## src/rtl/dcr_pkg.sv

```systemverilog
// ----------------------------------------------------------------------------
// dcr_pkg
// Shared types for the 5-stage core hazard/sequencing controller.
//   fwd_sel_t  : ID-stage operand forwarding select (encoding is the mux select)
//   hz_state_t : sequencing FSM state
//   sb_entry_t : one in-flight destination tracked in EXE or MEM
// Optional feature macro used by dcr_hazard_ctrl: DCR_HAZ_PERF_EN.
// ----------------------------------------------------------------------------
package dcr_pkg;

    // Register address width of the scoreboard entries. The top-level AW
    // parameter must match this value.
    localparam int DCR_AW = 5;

    typedef enum logic [1:0] {
        FWD_RF     = 2'b00,  // register file (WB covered by write-first read)
        FWD_EXE    = 2'b01,  // ALU result currently in EXE
        FWD_MEMALU = 2'b10,  // ALU result currently in MEM
        FWD_MEMMEM = 2'b11   // load data returned in MEM
    } fwd_sel_t;

    typedef enum logic [1:0] {
        RUN     = 2'b00,
        MEMWAIT = 2'b01,
        ERROR   = 2'b10
    } hz_state_t;

    typedef struct packed {
        logic              valid;
        logic              regwrite;
        logic              memread;
        logic              memaccess;  // load or store, may stall on the data memory
        logic [DCR_AW-1:0] addr;
    } sb_entry_t;

    localparam sb_entry_t SB_EMPTY = '0;

    // Saturating 32-bit increment for the performance counters.
    function automatic logic [31:0] sat_inc32(input logic [31:0] v, input logic en);
        return (en && (v != '1)) ? v + 32'd1 : v;
    endfunction

endpackage

```

## src/rtl/dcr_fwd_sel.sv

```systemverilog
// ----------------------------------------------------------------------------
// dcr_fwd_sel
// Combinational forwarding select for one ID-stage source operand.
// Ports:
//   uses         in  operand is actually read by the ID instruction
//   addr         in  operand register address
//   exe_*        in  EXE scoreboard entry (valid, regwrite, memread, addr)
//   mem_*        in  MEM scoreboard entry (valid, regwrite, memread, addr)
//   sel          out forwarding select (EXE has priority over MEM)
//   loaduse      out operand depends on a load still in EXE
// ----------------------------------------------------------------------------
module dcr_fwd_sel
    import dcr_pkg::*;
(
    input  logic              uses,
    input  logic [DCR_AW-1:0] addr,
    input  logic              exe_valid,
    input  logic              exe_regwrite,
    input  logic              exe_memread,
    input  logic [DCR_AW-1:0] exe_addr,
    input  logic              mem_valid,
    input  logic              mem_regwrite,
    input  logic              mem_memread,
    input  logic [DCR_AW-1:0] mem_addr,
    output fwd_sel_t          sel,
    output logic              loaduse
);

    logic exe_hit;
    logic mem_hit;

    // $0 is hard-wired zero, so a producer targeting it never forwards.
    assign exe_hit = uses && (addr != '0) && exe_valid && exe_regwrite && (exe_addr == addr);
    assign mem_hit = uses && (addr != '0) && mem_valid && mem_regwrite && (mem_addr == addr);

    always_comb begin
        // NOTE: every output of a combinational block gets a default first, so no path can infer a latch.
        sel = FWD_RF;
        if (exe_hit && !exe_memread) begin
            sel = FWD_EXE;
        end else if (mem_hit) begin
            sel = mem_memread ? FWD_MEMMEM : FWD_MEMALU;
        end
    end

    // A load in EXE has no data yet; the stall lets it reach MEM where it forwards 11.
    assign loaduse = exe_hit && exe_memread;

endmodule

```

## src/rtl/dcr_hazard_ctrl.sv

```systemverilog
// ----------------------------------------------------------------------------
// dcr_hazard_ctrl
// Hazard and sequencing controller for the IF/ID/EXE/MEM/WB core.
// Tracks EXE/MEM destinations, drives ID forwarding selects, and produces the
// per-stage clock enables for load-use stalls, data-memory waits and IF flush.
// Parameters: AW (register address width), MEM_TIMEOUT (max wait cycles).
// Ports:
//   clk, rst_n                          clock, async active-low reset
//   RsInID/RtInID, UsesRs/RtInID        ID source operands
//   RegWrite/MemRead/MemWriteInID       ID instruction class
//   WriteAddrInID                       ID resolved destination
//   TakenInID                           taken branch / jump in ID
//   MemReadyInMEM                       data memory completes in MEM
//   ForwardRsOutID/ForwardRtOutID       forwarding selects
//   ClkEnOutIF/ID/Back                  stage register enables
//   BubbleOutEXE, FlushOutIF            NOP insertion into ID-EXE / IF-ID
//   MemErrOut                           sticky memory timeout error
// Optional macro DCR_HAZ_PERF_EN adds saturating counters StallCntOut,
// FlushCntOut and WaitCntOut.
// ----------------------------------------------------------------------------
module dcr_hazard_ctrl
    import dcr_pkg::*;
#(
    parameter int AW          = DCR_AW,
    parameter int MEM_TIMEOUT = 255
) (
    input  logic          clk,
    input  logic          rst_n,
    input  logic [AW-1:0] RsInID,
    input  logic [AW-1:0] RtInID,
    input  logic          UsesRsInID,
    input  logic          UsesRtInID,
    input  logic          RegWriteInID,
    input  logic          MemReadInID,
    input  logic          MemWriteInID,
    input  logic [AW-1:0] WriteAddrInID,
    input  logic          TakenInID,
    input  logic          MemReadyInMEM,
    output logic [1:0]    ForwardRsOutID,
    output logic [1:0]    ForwardRtOutID,
    output logic          ClkEnOutIF,
    output logic          ClkEnOutID,
    output logic          ClkEnOutBack,
    output logic          BubbleOutEXE,
    output logic          FlushOutIF,
    output logic          MemErrOut
`ifdef DCR_HAZ_PERF_EN
   ,output logic [31:0]   StallCntOut,
    output logic [31:0]   FlushCntOut,
    output logic [31:0]   WaitCntOut
`endif
);

    localparam int CW = $clog2(MEM_TIMEOUT + 1);

    hz_state_t state_q, state_d;
    logic [CW-1:0] wait_cnt_q, wait_cnt_d, wait_cnt_inc;
    logic mem_err_q, mem_err_d;
    sb_entry_t sb_exe_q, sb_exe_d;
    sb_entry_t sb_mem_q, sb_mem_d;

    fwd_sel_t fwd_rs, fwd_rt;
    logic lu_rs, lu_rt, loaduse;
    logic mem_wait;
    logic clk_en_if, clk_en_id, clk_en_back, bubble, flush;

    dcr_fwd_sel u_fwd_rs (
        .uses         (UsesRsInID),
        .addr         (DCR_AW'(RsInID)),
        .exe_valid    (sb_exe_q.valid),
        .exe_regwrite (sb_exe_q.regwrite),
        .exe_memread  (sb_exe_q.memread),
        .exe_addr     (sb_exe_q.addr),
        .mem_valid    (sb_mem_q.valid),
        .mem_regwrite (sb_mem_q.regwrite),
        .mem_memread  (sb_mem_q.memread),
        .mem_addr     (sb_mem_q.addr),
        .sel          (fwd_rs),
        .loaduse      (lu_rs)
    );

    dcr_fwd_sel u_fwd_rt (
        .uses         (UsesRtInID),
        .addr         (DCR_AW'(RtInID)),
        .exe_valid    (sb_exe_q.valid),
        .exe_regwrite (sb_exe_q.regwrite),
        .exe_memread  (sb_exe_q.memread),
        .exe_addr     (sb_exe_q.addr),
        .mem_valid    (sb_mem_q.valid),
        .mem_regwrite (sb_mem_q.regwrite),
        .mem_memread  (sb_mem_q.memread),
        .mem_addr     (sb_mem_q.addr),
        .sel          (fwd_rt),
        .loaduse      (lu_rt)
    );

    assign loaduse = lu_rs | lu_rt;

    // Access in MEM not yet completed: the whole pipeline must hold, whether
    // this is the first cycle of the access (RUN) or a later one (MEMWAIT).
    assign mem_wait     = sb_mem_q.valid && sb_mem_q.memaccess && !MemReadyInMEM;
    // The counter is zero in RUN, so +1 is this cycle's wait count in both states.
    assign wait_cnt_inc = wait_cnt_q + CW'(1);

    always_comb begin
        state_d     = state_q;
        wait_cnt_d  = wait_cnt_q;
        mem_err_d   = mem_err_q;
        clk_en_if   = 1'b1;
        clk_en_id   = 1'b1;
        clk_en_back = 1'b1;
        bubble      = 1'b0;
        flush       = 1'b0;
        case (state_q)
            ERROR: begin
                clk_en_if   = 1'b0;
                clk_en_id   = 1'b0;
                clk_en_back = 1'b0;
            end
            RUN, MEMWAIT: begin
                if (mem_wait) begin
                    clk_en_if   = 1'b0;
                    clk_en_id   = 1'b0;
                    clk_en_back = 1'b0;
                    if (wait_cnt_inc == CW'(MEM_TIMEOUT)) begin
                        state_d    = ERROR;
                        mem_err_d  = 1'b1;
                        wait_cnt_d = '0;
                    end else begin
                        state_d    = MEMWAIT;
                        wait_cnt_d = wait_cnt_inc;
                    end
                end else begin
                    // Ready (or no access): behaves as RUN, so a completing wait
                    // cycle advances the pipeline in the same cycle.
                    state_d    = RUN;
                    wait_cnt_d = '0;
                    if (loaduse) begin
                        clk_en_if = 1'b0;
                        bubble    = 1'b1;
                    end else begin
                        flush = TakenInID;
                    end
                end
            end
            default: begin
                state_d    = RUN;
                wait_cnt_d = '0;
            end
        endcase
    end

    always_comb begin
        sb_exe_d = sb_exe_q;
        sb_mem_d = sb_mem_q;
        if (clk_en_back) begin
            sb_mem_d = sb_exe_q;
            if (bubble) begin
                sb_exe_d = SB_EMPTY;
            end else begin
                sb_exe_d.valid     = 1'b1;
                sb_exe_d.regwrite  = RegWriteInID;
                sb_exe_d.memread   = MemReadInID;
                sb_exe_d.memaccess = MemReadInID | MemWriteInID;
                sb_exe_d.addr      = DCR_AW'(WriteAddrInID);
            end
        end
    end

    always_ff @(posedge clk or negedge rst_n) begin
        // NOTE: the two scoreboard entries are plain flops (not a RAM) and are reset, so a reset mid-access leaves nothing in flight.
        if (!rst_n) begin
            state_q    <= RUN;
            wait_cnt_q <= '0;
            mem_err_q  <= 1'b0;
            sb_exe_q   <= SB_EMPTY;
            sb_mem_q   <= SB_EMPTY;
        end else begin
            // NOTE: sequential state uses non-blocking assignments so all flops update from pre-edge values.
            state_q    <= state_d;
            wait_cnt_q <= wait_cnt_d;
            mem_err_q  <= mem_err_d;
            sb_exe_q   <= sb_exe_d;
            sb_mem_q   <= sb_mem_d;
        end
    end

    assign ForwardRsOutID = fwd_rs;
    assign ForwardRtOutID = fwd_rt;
    assign ClkEnOutIF     = clk_en_if;
    assign ClkEnOutID     = clk_en_id;
    assign ClkEnOutBack   = clk_en_back;
    assign BubbleOutEXE   = bubble;
    assign FlushOutIF     = flush;
    assign MemErrOut      = mem_err_q;

`ifdef DCR_HAZ_PERF_EN
    logic [31:0] stall_cnt_q, flush_cnt_q, wait_ev_cnt_q;
    logic        wait_ev;

    assign wait_ev = mem_wait && (state_q != ERROR);

    always_ff @(posedge clk or negedge rst_n) begin
        if (!rst_n) begin
            stall_cnt_q   <= '0;
            flush_cnt_q   <= '0;
            wait_ev_cnt_q <= '0;
        end else begin
            stall_cnt_q   <= sat_inc32(stall_cnt_q, bubble);
            flush_cnt_q   <= sat_inc32(flush_cnt_q, flush);
            wait_ev_cnt_q <= sat_inc32(wait_ev_cnt_q, wait_ev);
        end
    end

    assign StallCntOut = stall_cnt_q;
    assign FlushCntOut = flush_cnt_q;
    assign WaitCntOut  = wait_ev_cnt_q;
`endif

endmodule

```

## config.mk

```make
export PLATFORM = sky130hd
export DESIGN_NAME = dcr_hazard_ctrl
export DESIGN_NICKNAME = d
export VERILOG_FILES = /design/src/rtl/dcr_pkg.sv /design/src/rtl/dcr_fwd_sel.sv /design/src/rtl/dcr_hazard_ctrl.sv
export SDC_FILE = /design/constraint.sdc
export NUM_CORES = 1
export LEC_CHECK = 0
export BUFFER_PORTS_ARGS = -buffer_cell sky130_fd_sc_hd__buf_2
export CORE_ASPECT_RATIO = 2
export CORE_MARGIN = 4
export CORE_UTILIZATION = 55
export DETAILED_ROUTE_END_ITERATION = 10
export GPL_ROUTABILITY_DRIVEN = 0
export GPL_TIMING_DRIVEN = 0
export HOLD_SLACK_MARGIN = 0.12
export PLACE_DENSITY = 0.81
export SETUP_SLACK_MARGIN = 0.15
export SLEW_MARGIN = 15
export SYNTH_ARGS = -nofsm -noshare
export SYNTH_HDL_FRONTEND = slang
export SYNTH_HIERARCHICAL = 1
export SYNTH_SLANG_ARGS = --single-unit
```

## constraint.sdc

```tcl
create_clock -name clk -period 9.2 [get_ports clk]
set_clock_uncertainty 0.1 [all_clocks]
set_input_delay 2.76 -clock clk [delete_from_list [all_inputs] [get_ports clk]]
set_output_delay 2.76 -clock clk [all_outputs]
set_load 0.02 [all_outputs]
```

==> reports/summary.md <==
The run finished with clean final reports. The number of antenna cells inserted is 0, and the via count is 1,549. Sorting the synthesized cells by how often they occur yields 43 x sky130_fd_sc_hd__nand2_1, 29 x sky130_fd_sc_hd__dfrtp_1, 12 x sky130_fd_sc_hd__xor2_1, 11 x sky130_fd_sc_hd__nor3_1, 9 x sky130_fd_sc_hd__nor2_1. The category of the most critical setup path is primary input to primary output. In this run the critical register-to-register path is captured at sb_exe_q[1]$_DFFE_PN0P_. After detailed routing, the average wire length per cell comes to 16.82 µm. Walking the worst path, the cells encountered are buf_2 > nor3_1 > nand2_1 > and3_1 > and3_1 > nor3_1 > a21o_1 > clkbuf_1 > buf_2. By instance count, the leading cell after synthesis is sky130_fd_sc_hd__nand2_1. For the share of synthesized area occupied by flip-flops and latches, the log shows 0.4293. The number of detailed-route iterations in the first pass is 4, and the cell depth of the worst hold path is 1.

STA classifies the critical path startpoint as a primary input. In this run the horizontal extent of the chip is 47.20 µm. Setup violations remaining at the end of the flow were counted as 0. In this run the worst hold path is classified as flip-flop to flip-flop. After clock tree synthesis, the repair step resized 0 gates.

Number of endpoints with negative hold slack in the final report: 0. TritonCTS built the clock tree. The power density over the cells works out to 239.4 mW/mm². The die is 86.40 µm tall.

From synthesis to final layout, the design area changed by 16.88%. The die covers 0.004078 mm². In this run the count of I/O pins placed on the die edge is 34. Ranked by total cell area, the synthesized netlist is headed by sky130_fd_sc_hd__dfrtp_1 43%, sky130_fd_sc_hd__nand2_1 9.5%, sky130_fd_sc_hd__xor2_1 6.2%. Fraction of final layout cells with drive strength greater than 1: 0.2284. The clock-pin slew of the registers on the worst-case setup and hold paths is 0.06 ns. The slowest cell on the critical path was sky130_fd_sc_hd__clkbuf_1. The run gives 30 as the pin count of the biggest net entering global routing. The logs give 47 for the number of DRC violations after detailed-routing iteration 0 and 5 for the number of CTS-inserted buffers. The initial antenna violation count is 0. Synthesized netlist net count: 217. After filler insertion, the fill cell instance count of the layout stands at 280. The number of different library cells used by synthesis comes to 37.

For this run, design rule violations remaining after detail routing come to 0. The total of flip-flops plus latches after synthesis was 29; the deepest clock path buffer count was 2. The number of hold buffers added after CTS was 0.

Counting every instance in the synthesized netlist gives 191. The top cell type's share of synthesized area was 0.4293. Data on the critical path arrives at its endpoint at 4.63 ns. The run gives 0.6713 as the final core area utilization. Summed over all cells, the static leakage comes to 1.012 nW.

CTS placed an instance of sky130_fd_sc_hd__clkbuf_8 at the clock tree root. The tools report the endpoint of the worst hold-timing path as MemErrOut$_DFFE_PN0P_. The beginning of the worst hold path was MemErrOut$_DFFE_PN0P_. The tools report the source of the critical timing path as RtInID[0].

During synthesis, Yosys emitted a total of 6 warnings. The worst register-to-register path has a depth of 7. Counting every sink on the clock net gives 29. The starting density of the core was 0.5744; the final-report max-slew violation count was 0. The share of the cycle needed by the critical path after routing was 0.8139. In the final design database the tool counted 257 nets. The floorplan has 28 rows.

Using the TritonRoute via totals, the vias-per-cell ratio works out to 5.912. The worst max-slew margin expressed relative to the limit came out at 0.4876. The worst register-to-register path begins at sb_exe_q[2]$_DFFE_PN0P_. After layout, the minimum clock period comes to 7.488 ns.

The synthesized netlist occupies a cell area of 0.001690 mm². The via count of the first global-routing pass was 1,589; the delay of the slowest cell on the worst path was 0.38 ns. After floorplanning, the core was sized to cover 0.002943 mm². In the final timing run, aggregate negative setup slack is 0 ns. The H-tree generated during clock tree synthesis spans 2 levels. STA puts the critical path data required time at 6.34 ns.

The later pin in the worst-skew pair is clocked with a latency of 0.29 ns. The tools report the half-perimeter wire length of the detailed placement result as 3.524 mm. The async set-reset flop share out of synthesis is 1.000. The synthesized design contains 0 enable-type register cells. The number of post-CTS setup repair buffers was 0; the maximum fanout along the worst path was 10. The post-synthesis average cell area was 8.850 µm²; the global-route wire length before repair was 7.031 mm.

In this run the remaining antenna-violating nets after routing total 0. For this run, the top clock speed supported by timing is 133.6 MHz. Power comes to 0.4730 mW. The biggest area contributor in the post-synthesis netlist is sky130_fd_sc_hd__dfrtp_1. For the max-cap check violation count, the log shows 0. The all-layer global routing usage is 0.2488.

The flip-flop cell with the highest count after synthesis was sky130_fd_sc_hd__dfrtp_1. Total grt overflow: 0. Setup repair after global routing left no endpoint under its margin. The final layout contains routed wiring with a total length of 4.406 mm. The tools report the setup slack on the worst flop-to-flop path as 6.91 ns.

Input and output buffers added on the ports amount to 33. The worst setup path is captured at a primary output. The transition time of the tightest slew-check pin is 0.7627 ns, and the maximum ir drop on the vdd rail is 172.5 µV.
-- per-stage QoR --
stage / hold WS, ns / setup WS [ns] / cell area (µm²) / cells
4_1_cts: 0.3545 / 1.726 / 1976 / 262
3_5_place_dp: 0.3405 / 1.732 / 1893 / 254
6_report: 0.3506 / 1.712 / 1976 / 262
3_3_place_gp: 0.3352 / 1.731 / 1893 / 254
5_1_grt: 0.4016 / 1.605 / 1976 / 262
2_1_floorplan: 0.3391 / 2.292 / 1690 / 191
-- report_power, final --
group | internal [mW] | leakage [nW] | switching [mW] | total (mW)
combinational | 0.0657 | 0.605 | 0.0983 | 0.164
sequential | 0.164 | 0.362 | 0.0431 | 0.207
clock | 0.0523 | 0.0450 | 0.0492 | 0.101
-- final cells by class --
class	count	area [µm²]	share of cell area
clock buffer	6	72.57	0.03673
inverter	5	18.77	0.009500
sequential	29	725.7	0.3673
timing repair buffer	33	165.2	0.08360
multi-input combinational	152	920.9	0.4661
clock inverter	2	10.01	0.005067
buffer	5	25.02	0.01267
tap	30	37.54	0.01900
-- worst max-delay path, delay by kind of cell --
kind | cells | cell delay (ns)
and+or+nand+nor | 5 | 0.98
buffers and inverters | 3 | 0.77
AOI/OAI and AO/OA | 1 | 0.11
-- layout by cell type, fill, tap and decap left out, types with 7 or more instances in the layout --
| master | count |
|---|---|
| sky130_fd_sc_hd__xnor2_1 | 8 |
| sky130_fd_sc_hd__dfrtp_1 | 29 |
| sky130_fd_sc_hd__a21oi_1 | 7 |
| sky130_fd_sc_hd__nand2_1 | 43 |
| sky130_fd_sc_hd__nor3_1 | 11 |
| sky130_fd_sc_hd__xor2_1 | 12 |
| sky130_fd_sc_hd__and3_1 | 8 |
| sky130_fd_sc_hd__nor2_1 | 9 |
| sky130_fd_sc_hd__a22o_1 | 8 |
| sky130_fd_sc_hd__buf_2 | 35 |
-- layer usage --
metal | share of wire | track usage | up-vias
met1 | 0.32 | 0.2180 | 753
met4 | 0.031 | 0.1184 | 0
met2 | 0.61 | 0.4845 | 37
li1 | - | - | 747
met3 | 0.045 | 0.04158 | 12
met5 | 0 | 0 | -
-- sequential cells by signal, summed over array words and instances (netlist names) --
register	cells
sb_mem_q	9
MemErrOut	1
sb_exe_q	9
state_q	2
wait_cnt_q	8
-- logic make-up after synthesis --
| logic type | after synthesis | synth area share |
|---|---|---|
| mux | 1 | 0.005922 |
| fa+ha+maj | 2 | 0.01480 |
| flops | 29 | 0.4293 |
| compound gates | 38 | 0.1636 |
| simple gates | 91 | 0.2568 |
| xor+xnor | 20 | 0.1036 |
| buf+inv | 10 | 0.02591 |
-- how the worst max path moves through the flow --
stage	endpoint	slack [ns]	depth (start not counted)
after floorplan	ClkEnOutIF	2.29	7
after global placement	ClkEnOutIF	1.73	9
after detailed placement	ClkEnOutIF	1.73	9
after CTS	ClkEnOutIF	1.73	9
after global routing	ClkEnOutIF	1.61	9
final	ClkEnOutIF	1.71	9
Power figures use the tool's default switching activity.
